[src/rtl/sram_arb_pkg.sv]
`default_nettype none
// ============================================================================
// Module   : sram_arb_pkg
// Desc     : Shared encodings for the IF/DM arbiter in front of the BaseRAM
//            controller: FSM states, source ids, abort data, rw encoding.
// Revision : 1.0 - initial release
// ============================================================================
package sram_arb_pkg;

    localparam logic [1:0] ARB_IDLE = 2'd0;
    localparam logic [1:0] ARB_REQ  = 2'd1;
    localparam logic [1:0] ARB_DONE = 2'd2;

    localparam logic SRC_IF = 1'b0;
    localparam logic SRC_DM = 1'b1;

    localparam logic [31:0] DEAD_BEEF = 32'hDEAD_BEEF;

    // Controller encoding: 1 = read, 0 = write
    typedef enum logic {
        RW_WRITE = 1'b0,
        RW_READ  = 1'b1
    } mem_rw_e;

    function automatic mem_rw_e cmd_rw(input logic src, input logic we);
        if (src == SRC_IF) begin
            return RW_READ;
        end
        return we ? RW_WRITE : RW_READ;
    endfunction

endpackage
`default_nettype wire

[src/rtl/sram_arb_if.sv]
`default_nettype none
// ============================================================================
// Module   : sram_arb_if
// Desc     : CPU IF/DM request ports and BaseRAM controller command bus.
//            slave = arbiter side, master = CPU + controller side.
// Revision : 1.0 - initial release
// ============================================================================
interface sram_arb_if #(
    parameter int AW = 24,
    parameter int DW = 32
);
    logic          if_req_i;
    logic [AW-1:0] if_addr_i;
    logic          if_gnt_o;
    logic          if_rvalid_o;
    logic [DW-1:0] if_rdata_o;

    logic          dm_req_i;
    logic          dm_we_i;
    logic [AW-1:0] dm_addr_i;
    logic [DW-1:0] dm_wdata_i;
    logic [3:0]    dm_be_i;
    logic          dm_gnt_o;
    logic          dm_rvalid_o;
    logic [DW-1:0] dm_rdata_o;

    logic          mem_start_o;
    logic          mem_rw_o;
    logic [AW-1:0] mem_addr_o;
    logic [DW-1:0] mem_wdata_o;
    logic [3:0]    mem_be_o;
    logic [DW-1:0] mem_rdata_i;
    logic          mem_r_ready_i;
    logic          mem_w_finish_i;

    modport slave (
        input  if_req_i, if_addr_i,
        output if_gnt_o, if_rvalid_o, if_rdata_o,
        input  dm_req_i, dm_we_i, dm_addr_i, dm_wdata_i, dm_be_i,
        output dm_gnt_o, dm_rvalid_o, dm_rdata_o,
        output mem_start_o, mem_rw_o, mem_addr_o, mem_wdata_o, mem_be_o,
        input  mem_rdata_i, mem_r_ready_i, mem_w_finish_i
    );

    modport master (
        output if_req_i, if_addr_i,
        input  if_gnt_o, if_rvalid_o, if_rdata_o,
        output dm_req_i, dm_we_i, dm_addr_i, dm_wdata_i, dm_be_i,
        input  dm_gnt_o, dm_rvalid_o, dm_rdata_o,
        input  mem_start_o, mem_rw_o, mem_addr_o, mem_wdata_o, mem_be_o,
        output mem_rdata_i, mem_r_ready_i, mem_w_finish_i
    );
endinterface
`default_nettype wire

[src/rtl/sram_arb_pick.sv]
`default_nettype none
// ============================================================================
// Module   : sram_arb_pick
// Desc     : Combinational 2-way picker producing a one-hot grant.
//            SRAM_ARB_RR_EN defined: collisions go to the source named by
//            i_prio; otherwise DM always beats IF.
// Revision : 1.0 - initial release
// ============================================================================
module sram_arb_pick
    import sram_arb_pkg::*;
(
    input  wire logic i_req_if,
    input  wire logic i_req_dm,
`ifdef SRAM_ARB_RR_EN
    input  wire logic i_prio,
`endif
    output logic      o_gnt_if,
    output logic      o_gnt_dm
);

`ifdef SRAM_ARB_RR_EN
    assign o_gnt_dm = i_req_dm & (~i_req_if | (i_prio == SRC_DM));
    assign o_gnt_if = i_req_if & (~i_req_dm | (i_prio == SRC_IF));
`else
    assign o_gnt_dm = i_req_dm;
    assign o_gnt_if = i_req_if & ~i_req_dm;
`endif

endmodule
`default_nettype wire

[src/rtl/sram_arb.sv]
`default_nettype none
// ============================================================================
// Module   : sram_arb
// Desc     : Arbitrates CPU IF and DM ports onto the single-command BaseRAM
//            controller, one transaction in flight. Round-robin on collisions
//            when SRAM_ARB_RR_EN is defined, else fixed DM-over-IF.
// Revision : 1.0 - initial release
// ============================================================================
module sram_arb
    import sram_arb_pkg::*;
#(
    parameter int AW          = 24,
    parameter int DW          = 32,
    parameter int TIMEOUT_CYC = 15
) (
    input  wire logic clk_i,
    input  wire logic rst_ni,
    sram_arb_if.slave bus,
    output logic      busy_o,
    output logic      err_o
);

    localparam int CW = (TIMEOUT_CYC > 1) ? $clog2(TIMEOUT_CYC) : 1;

    logic [1:0]    r_state;
    logic          r_src;
    mem_rw_e       r_rw;
    logic [AW-1:0] r_addr;
    logic [DW-1:0] r_wdata;
    logic [3:0]    r_be;
    logic [DW-1:0] r_if_rdata;
    logic [DW-1:0] r_dm_rdata;
    logic          r_err;
    logic [CW-1:0] r_cnt;

    logic          w_idle;
    logic          w_if_gnt;
    logic          w_dm_gnt;
    logic          w_done_ok;
    logic          w_timeout;
    logic [DW-1:0] w_resp_data;

    // Grants are only offered in IDLE and never while reset is asserted
    assign w_idle = (r_state == ARB_IDLE) & rst_ni;

`ifdef SRAM_ARB_RR_EN
    logic r_prio;

    always_ff @(posedge clk_i or negedge rst_ni) begin
        if (!rst_ni) begin
            r_prio <= SRC_DM;
        end else if (w_dm_gnt) begin
            r_prio <= SRC_IF;
        end else if (w_if_gnt) begin
            r_prio <= SRC_DM;
        end
    end
`endif

    sram_arb_pick u_pick (
        .i_req_if (bus.if_req_i & w_idle),
        .i_req_dm (bus.dm_req_i & w_idle),
`ifdef SRAM_ARB_RR_EN
        .i_prio   (r_prio),
`endif
        .o_gnt_if (w_if_gnt),
        .o_gnt_dm (w_dm_gnt)
    );

    // Only the completion matching the latched command type counts
    assign w_done_ok   = (r_rw == RW_READ) ? bus.mem_r_ready_i : bus.mem_w_finish_i;
    assign w_resp_data = w_done_ok ? ((r_rw == RW_READ) ? bus.mem_rdata_i : '0)
                                   : DW'(DEAD_BEEF);

    if (TIMEOUT_CYC != 0) begin : g_timeout
        assign w_timeout = (r_cnt == CW'(TIMEOUT_CYC - 1));
    end else begin : g_no_timeout
        assign w_timeout = 1'b0;
    end

    always_ff @(posedge clk_i or negedge rst_ni) begin
        if (!rst_ni) begin
            r_state    <= ARB_IDLE;
            r_src      <= SRC_IF;
            r_rw       <= RW_READ;
            r_addr     <= '0;
            r_wdata    <= '0;
            r_be       <= '0;
            r_if_rdata <= '0;
            r_dm_rdata <= '0;
            r_err      <= 1'b0;
            r_cnt      <= '0;
        end else begin
            case (r_state)
                ARB_IDLE: begin
                    if (w_if_gnt || w_dm_gnt) begin
                        r_state <= ARB_REQ;
                        r_src   <= w_dm_gnt ? SRC_DM : SRC_IF;
                        r_rw    <= cmd_rw(w_dm_gnt, bus.dm_we_i);
                        r_addr  <= w_dm_gnt ? bus.dm_addr_i  : bus.if_addr_i;
                        r_wdata <= w_dm_gnt ? bus.dm_wdata_i : '0;
                        r_be    <= w_dm_gnt ? bus.dm_be_i    : 4'b0000;
                        r_cnt   <= '0;
                    end
                end
                ARB_REQ: begin
                    if (w_done_ok || w_timeout) begin
                        r_state <= ARB_DONE;
                        r_cnt   <= '0;
                        if (r_src == SRC_IF) begin
                            r_if_rdata <= w_resp_data;
                        end else begin
                            r_dm_rdata <= w_resp_data;
                        end
                        if (!w_done_ok) begin
                            r_err <= 1'b1;
                        end
                    end else begin
                        r_cnt <= r_cnt + CW'(1);
                    end
                end
                ARB_DONE: begin
                    r_state <= ARB_IDLE;
                end
                default: begin
                    r_state <= ARB_IDLE;
                end
            endcase
        end
    end

    assign bus.if_gnt_o    = w_if_gnt;
    assign bus.dm_gnt_o    = w_dm_gnt;
    assign bus.if_rvalid_o = (r_state == ARB_DONE) && (r_src == SRC_IF);
    assign bus.dm_rvalid_o = (r_state == ARB_DONE) && (r_src == SRC_DM);
    assign bus.if_rdata_o  = r_if_rdata;
    assign bus.dm_rdata_o  = r_dm_rdata;

    assign bus.mem_start_o = (r_state == ARB_REQ);
    assign bus.mem_rw_o    = r_rw;
    assign bus.mem_addr_o  = r_addr;
    assign bus.mem_wdata_o = r_wdata;
    assign bus.mem_be_o    = r_be;

    assign busy_o = (r_state != ARB_IDLE);
    assign err_o  = r_err;

endmodule
`default_nettype wire
[src/flat_wrapper.sv]
// flat-port wrapper written by rule: the top's interface ports become plain ports
module sram_arb_flat import sram_arb_pkg::*;
#(
    parameter int AW          = 24,
    parameter int DW          = 32,
    parameter int TIMEOUT_CYC = 15
)
  (clk_i, rst_ni, busy_o, err_o, bus_if_req_i, bus_if_addr_i, bus_if_gnt_o, bus_if_rvalid_o, bus_if_rdata_o, bus_dm_req_i, bus_dm_we_i, bus_dm_addr_i, bus_dm_wdata_i, bus_dm_be_i, bus_dm_gnt_o, bus_dm_rvalid_o, bus_dm_rdata_o, bus_mem_start_o, bus_mem_rw_o, bus_mem_addr_o, bus_mem_wdata_o, bus_mem_be_o, bus_mem_rdata_i, bus_mem_r_ready_i, bus_mem_w_finish_i);
  sram_arb_if #(.AW(AW), .DW(DW)) bus_i ();
  input  wire logic clk_i;
  input  wire logic rst_ni;
  output logic busy_o;
  output logic err_o;
  input wire logic [$bits(bus_i.if_req_i)-1:0] bus_if_req_i;
  input wire logic [$bits(bus_i.if_addr_i)-1:0] bus_if_addr_i;
  output wire logic [$bits(bus_i.if_gnt_o)-1:0] bus_if_gnt_o;
  output wire logic [$bits(bus_i.if_rvalid_o)-1:0] bus_if_rvalid_o;
  output wire logic [$bits(bus_i.if_rdata_o)-1:0] bus_if_rdata_o;
  input wire logic [$bits(bus_i.dm_req_i)-1:0] bus_dm_req_i;
  input wire logic [$bits(bus_i.dm_we_i)-1:0] bus_dm_we_i;
  input wire logic [$bits(bus_i.dm_addr_i)-1:0] bus_dm_addr_i;
  input wire logic [$bits(bus_i.dm_wdata_i)-1:0] bus_dm_wdata_i;
  input wire logic [$bits(bus_i.dm_be_i)-1:0] bus_dm_be_i;
  output wire logic [$bits(bus_i.dm_gnt_o)-1:0] bus_dm_gnt_o;
  output wire logic [$bits(bus_i.dm_rvalid_o)-1:0] bus_dm_rvalid_o;
  output wire logic [$bits(bus_i.dm_rdata_o)-1:0] bus_dm_rdata_o;
  output wire logic [$bits(bus_i.mem_start_o)-1:0] bus_mem_start_o;
  output wire logic [$bits(bus_i.mem_rw_o)-1:0] bus_mem_rw_o;
  output wire logic [$bits(bus_i.mem_addr_o)-1:0] bus_mem_addr_o;
  output wire logic [$bits(bus_i.mem_wdata_o)-1:0] bus_mem_wdata_o;
  output wire logic [$bits(bus_i.mem_be_o)-1:0] bus_mem_be_o;
  input wire logic [$bits(bus_i.mem_rdata_i)-1:0] bus_mem_rdata_i;
  input wire logic [$bits(bus_i.mem_r_ready_i)-1:0] bus_mem_r_ready_i;
  input wire logic [$bits(bus_i.mem_w_finish_i)-1:0] bus_mem_w_finish_i;
  assign bus_i.if_req_i = bus_if_req_i;
  assign bus_i.if_addr_i = bus_if_addr_i;
  assign bus_if_gnt_o = bus_i.if_gnt_o;
  assign bus_if_rvalid_o = bus_i.if_rvalid_o;
  assign bus_if_rdata_o = bus_i.if_rdata_o;
  assign bus_i.dm_req_i = bus_dm_req_i;
  assign bus_i.dm_we_i = bus_dm_we_i;
  assign bus_i.dm_addr_i = bus_dm_addr_i;
  assign bus_i.dm_wdata_i = bus_dm_wdata_i;
  assign bus_i.dm_be_i = bus_dm_be_i;
  assign bus_dm_gnt_o = bus_i.dm_gnt_o;
  assign bus_dm_rvalid_o = bus_i.dm_rvalid_o;
  assign bus_dm_rdata_o = bus_i.dm_rdata_o;
  assign bus_mem_start_o = bus_i.mem_start_o;
  assign bus_mem_rw_o = bus_i.mem_rw_o;
  assign bus_mem_addr_o = bus_i.mem_addr_o;
  assign bus_mem_wdata_o = bus_i.mem_wdata_o;
  assign bus_mem_be_o = bus_i.mem_be_o;
  assign bus_i.mem_rdata_i = bus_mem_rdata_i;
  assign bus_i.mem_r_ready_i = bus_mem_r_ready_i;
  assign bus_i.mem_w_finish_i = bus_mem_w_finish_i;
  sram_arb #(.AW(AW), .DW(DW), .TIMEOUT_CYC(TIMEOUT_CYC)) u_core (.clk_i(clk_i), .rst_ni(rst_ni), .bus(bus_i), .busy_o(busy_o), .err_o(err_o));
endmodule
[config.mk]
export PLATFORM = sky130hd
export DESIGN_NAME = sram_arb_flat
export DESIGN_NICKNAME = d
export VERILOG_FILES = /design/src/rtl/sram_arb_pkg.sv /design/src/rtl/sram_arb_if.sv /design/src/rtl/sram_arb_pick.sv /design/src/rtl/sram_arb.sv /design/src/flat_wrapper.sv
export SDC_FILE = /design/constraint.sdc
export NUM_CORES = 1
export LEC_CHECK = 0
export ABC_AREA = 1
export BUFFER_PORTS_ARGS = -buffer_cell sky130_fd_sc_hd__buf_4
export CORE_MARGIN = 1.5
export CORE_UTILIZATION = 48
export DETAILED_ROUTE_END_ITERATION = 6
export PLACE_DENSITY = 0.8
export SYNTH_ARGS = -nofsm -noshare
export SYNTH_HDL_FRONTEND = slang
export SYNTH_SLANG_ARGS = --single-unit
[constraint.sdc]
create_clock -name clk_i -period 1.7 [get_ports clk_i]
set_input_delay 0.17 -clock clk_i [delete_from_list [all_inputs] [get_ports clk_i]]
set_output_delay 0.17 -clock clk_i [all_outputs]
set_load 0.02 [all_outputs]
Word level (Yosys, flattened, before mapping)
Cells that the tools add are included.
Storage, ports and cells
  output and inout bits: 132
  logic and storage cells: 55
  bits of input ports: 123
  flip-flop bits (word level): 133
Cells by class
  multiplexer cells: 19
  reductions and logical operators: 13
  add/sub/neg operators: 1
  bitwise logic cells: 7
  eq/ne operators: 5
Operators with widths (number)
  2-to-1 mux 32 bit: 3
  2-to-1 mux 24 bit: 1
  2-to-1 mux 4 bit: 3
  AND reduction 3 bit: 3
  2-to-1 mux 1 bit: 8
  case mux 4 bit (2 select lines): 1
  AND reduction 2 bit: 3
  adder 4 x 1 -> 4 bit (second input constant): 1
  AND 1 bit: 4
  == test 4 bit (second input constant): 1
  2-to-1 mux 2 bit: 2
  case mux 2 bit (2 select lines): 1
  nonzero test 2 bit: 2
  NOT 1 bit: 3
  == test 2 x 1 -> 1 bit (second input constant): 1
  == test 2 bit (second input constant): 1
  logical AND 1 bit: 2
  logical NOT 2 bit: 1
  logical OR 1 bit: 2
  inequality test 2 x 1 -> 1 bit (second input constant): 1
  inequality test 2 bit (second input constant): 1

Longest topological paths before layout
  word-level depth: 9
  gate-level depth with buffers: 8
  gate-level depth less buffers: 7

Cells and area by module
A second synthesis with hierarchy kept.
Second synthesis, totals
  cells, all modules: 703
  area total of the unflattened synthesis: 5906.9 um^2
Modules (own cells, without submodules)
  sram_arb: cells each 700, area each 5889.4 um^2, times used 1, sequential area each 3329.4 um^2
  sram_arb_pick: cells each 3, area each 17.5 um^2, times used 1, sequential area each 0.0 um^2

Worst setup path after synthesis
OpenSTA, ideal clock, no wires.
  kind: flip-flop to flip-flop
  start point: register u_core.r_rw, in the netlist u_core.bus.mem_rw_o
  end point: register u_core.r_dm_rdata[30], in the netlist u_core.bus.dm_rdata_o[30]
  data arrival time: 1.398 ns
  library setup time: 0.119 ns
  setup slack: 0.183 ns
  stages on the path, launching flop included: 9
  path buffers: 3
  period minus slack after synthesis: 1.517 ns
  required time: 1.581 ns
  cells stage by stage: dfstp_2 -> buf_4 -> inv_1 -> nand2_1 -> nand3_2 -> buf_4 -> buf_2 -> nand4_1 -> nand2_1
Between the ends
  word-level cells in the longest chain between the ends: 3
  elaborated cells between the ends (all ways): 5
  those cells by class: 3 x mux; 2 x reduce/logical
Ends and longest elaborated chain
  start: declaration: RTL line sram_arb.sv:27  | mem_rw_e r_rw;
  start signal: assignment: RTL line sram_arb.sv:99  | r_rw <= cmd_rw(w_dm_gnt, bus.dm_we_i);
  2-to-1 mux 1 bit: RTL line sram_arb.sv:71  | assign w_done_ok = (r_rw == RW_READ) ? bus.mem_r_ready_i : bus.mem_w_finish_i;
  logical OR 1 bit: RTL line sram_arb.sv:107  | if (w_done_ok || w_timeout) begin
  AND reduction 3 bit (no line)
  end signal: assignment: RTL line sram_arb.sv:113  | r_dm_rdata <= w_resp_data;
  end: declaration: RTL line sram_arb.sv:32  | logic [DW-1:0] r_dm_rdata;
Several ways; a longest one is shown, not always the timed one.
A chain may end at the register's enable or synchronous reset.

Final worst setup path
  start point: register u_core.r_state[1]
  end point: output bus_mem_start_o
Between the ends
  word-level cells in the longest chain between the ends: 1
Ends and longest elaborated chain
  start: declaration: RTL line sram_arb.sv:25  | logic [1:0] r_state;
  start signal: assignment: RTL line sram_arb.sv:83  | r_state <= ARB_IDLE;
  start signal: assignment: RTL line sram_arb.sv:97  | r_state <= ARB_REQ;
  start signal: assignment: RTL line sram_arb.sv:108  | r_state <= ARB_DONE;
  == test 2 x 1 -> 1 bit: RTL line sram_arb.sv:139  | assign bus.mem_start_o = (r_state == ARB_REQ);
  end: declaration: RTL line flat_wrapper.sv:27  | output wire logic [$bits(bus_i.mem_start_o)-1:0] bus_mem_start_o;
Every way passes these cells.

==> flow_summary.ini <==
[worst_setup_path]
critPathRequiredTime_ps = 1530
setup.worst_path.start = u_core.r_state[1]
reg2reg_from = u_core.r_state[1]
reg2reg_depth = 8
startpoint_type = flip-flop
critPathMaxFanout = 34
cp.arrival_ps = 1470
worstSetupPathType = flip-flop to output pin
endpoint_kind = output pin

[sta]
worstMarginPinSlew_ps = 518
finalCritPeriodShare_pct = 96.4
fmax_mhz = 610
worst_hold_slack_ps = 61.0
setup_viol = 0
min_period_ps = 1640
final_max_slew_viol_count = 0
rsz0062_at_grt = true
fin_skew_ps = 12.7
slew_headroom_pct = 65.5
hold_viol_final = 0

[power]
p_sw_mw = 7.78
p_clk_share_pct = 20.8
internal_power_mw = 10.6
p_leak_nw = 5.30
peakVddDrop_uv = 1080
seq_power_share_pct = 30.9
sw_frac_of_total_pct = 42.4
p_comb_share_pct = 48.3
total_power_mw = 18.3
power.density_nw_per_um2 = 1960

[global_route]
antenna_found_initial = 0
overflow = 0
grt_pass1_vias = 6306
grt_pass1_wl_um = 30800
grt.total_usage_pct = 29.6
grt_start_max_net_pins = 84

[clock_tree]
clk_latency_ps = 410
clk_path_buf_depth = 2
root_buffer = clkbuf_16
htree_levels = 4
cts_num_sinks = 133
cts_tree = done
cts.clk_slew.worst_paths_ps = 60
numCtsBuffers = 17

[cells_and_area]
nets = 1188
utilization_pct = 74.5
final_cell_mix = nand2_1, buf_4, dfrtp_1
areaGrowthSynthToFinish_pct = 52.0
final_common_cell = nand2_1
finalInstanceArea_um2 = 9360
antenna_cells = 0
final_cells = 1247
drive_gt1_share_pct = 30.9

[yosys]
syn_avg_cell_area_um2 = 7.95
yosys_warnings = 0
ys_seq_area_share_pct = 54.1
synth-seq-cells = 133
synthCells = 774
syn-cell-area_um2 = 6160
syn-num-nets = 899
synth_cell_types = 26

[routing]
vias = 6366
drt_iter0_markers = 790
wire_per_inst_um = 15.5
avgViaCountPerCell = 5.11
ant_nets = 0
drc = 0
wl_um = 19300
dr.pass1.iters = 5

[place]
place_area_um2 = 8270
routabilityCongestion = 0.810
dp.cells = 1173
hpwl_um = 12400
numPortBuffers = 254

[die]
die_y_um = 116
die_w_um = 116
dieArea_um2 = 13500
io_pins = 255
start_util_pct = 49.0
num_rows = 41
design.core.area_um2 = 12600

[worst_hold_path]
hp-class = input pin to flip-flop
worstHoldStart = bus_if_addr_i[11]
hold_depth = 5

[run]
max_cap_viol_count = 0

[status]
outcome = complete, no violations
-- metal layers --
metal,routed length [µm],global-route usage [%]
met3,1420,6.85
met2,9800,49.9
met5,0,0
met1,7620,37.0
met4,448,11.9
-- sequential cells by signal (all words and copies together), names as in the netlist --
register / flops
u_core.bus.dm_rdata_o: 32
u_core.bus.if_rdata_o: 32
u_core.bus.mem_wdata_o: 32
u_core.bus.mem_addr_o: 24
u_core.bus.mem_be_o: 4
u_core.r_cnt: 4
u_core.r_state: 2
u_core.bus.mem_rw_o: 1
u_core.err_o: 1
u_core.r_src: 1
-- final timing paths --
path,end,slack (ps)
setup / recovery,bus_mem_start_o,60
hold / removal,u_core.bus.mem_addr_o[11],60
setup reg to reg,u_core.bus.if_rdata_o[31],150
hold reg to reg,u_core.bus.mem_be_o[2],470
max in group asynchronous,u_core.bus.mem_rw_o,540
min in group asynchronous,u_core.bus.mem_addr_o[10],400
-- cells in the mapped netlist --
master    count  area [µm²]
nand2_1     369        1390
dfrtp_1     132        3300
nand4_1      90         563
inv_1        61         229
nand3_1      33         165
buf_2        25         125
clkbuf_1     18        67.6
nor2_1       13        48.8
buf_4        10        75.1
inv_2         3        11.3
ha_1          2        25.0
nand2_2       2        12.5
nor3_1        2        10.0
o21ai_0       2        10.0
buf_1         1        3.75
buf_6         1        11.3
clkinv_1      1        3.75
dfstp_2       1        26.3
nand2_4       1        11.3
nand3_2       1        10.0
nand3_4       1        17.5
nor2_4        1        11.3
o211ai_1      1        7.51
o21a_1        1        7.51
o21bai_1      1        7.51
xor2_1        1        8.76
-- power by group through the flow --
stage	clock (mW)	combinational [mW]	sequential, mW
detailed placement	0	8.56	5.60
global placement	0	8.35	5.62
global route	3.99	9.62	5.82
CTS	3.86	8.74	5.63
finish	3.81	8.86	5.66
floorplan	0	3.16	7.22
-- cells by family (layout without fill, tap and decap cells) --
| kind of cell | count (synthesis) | after routing | share of synthesized area [%] |
|---|---|---|---|
| buf+inv | 120 | 421 | 8.55 |
| flops | 133 | 133 | 54.1 |
| xor+xnor | 1 | 1 | 0.142 |
| fa+ha+maj | 2 | 2 | 0.406 |
| simple gates | 513 | 513 | 36.3 |
| compound gates | 5 | 5 | 0.528 |
-- through the flow --
stage               setup WS, ps  setup TNS, ps
finish                      60.9              0
global route               -21.7          -39.6
CTS                         12.8              0
detailed placement           171              0
global placement             217              0
floorplan                    183              0
-- worst max-delay path, stage by stage, from the launching register on --
cell and delay [ps]:
dfrtp_1 410, inv_2 90, nand2_2 130, inv_6 90, buf_12 170, buf_4 170
-- area by class of cell --
class	count	area [µm²]
Sequential cell	133	3330
Tap cell	172	215
Timing Repair Buffer	325	2620
Clock inverter	11	151
Multi-Input combinational cell	521	2320
Fill cell	896	3210
Inverter	65	255
Clock buffer	20	467
-- timing repair --
action	in CTS	in global routing
endpoints found under the hold margin	95	0
setup buffers	4	1
endpoints found under the setup margin	3	8
hold buffers	38	0
gates resized for setup	10	4
pin swaps	3	2
No activity file was read; power rests on OpenSTA's default activity.
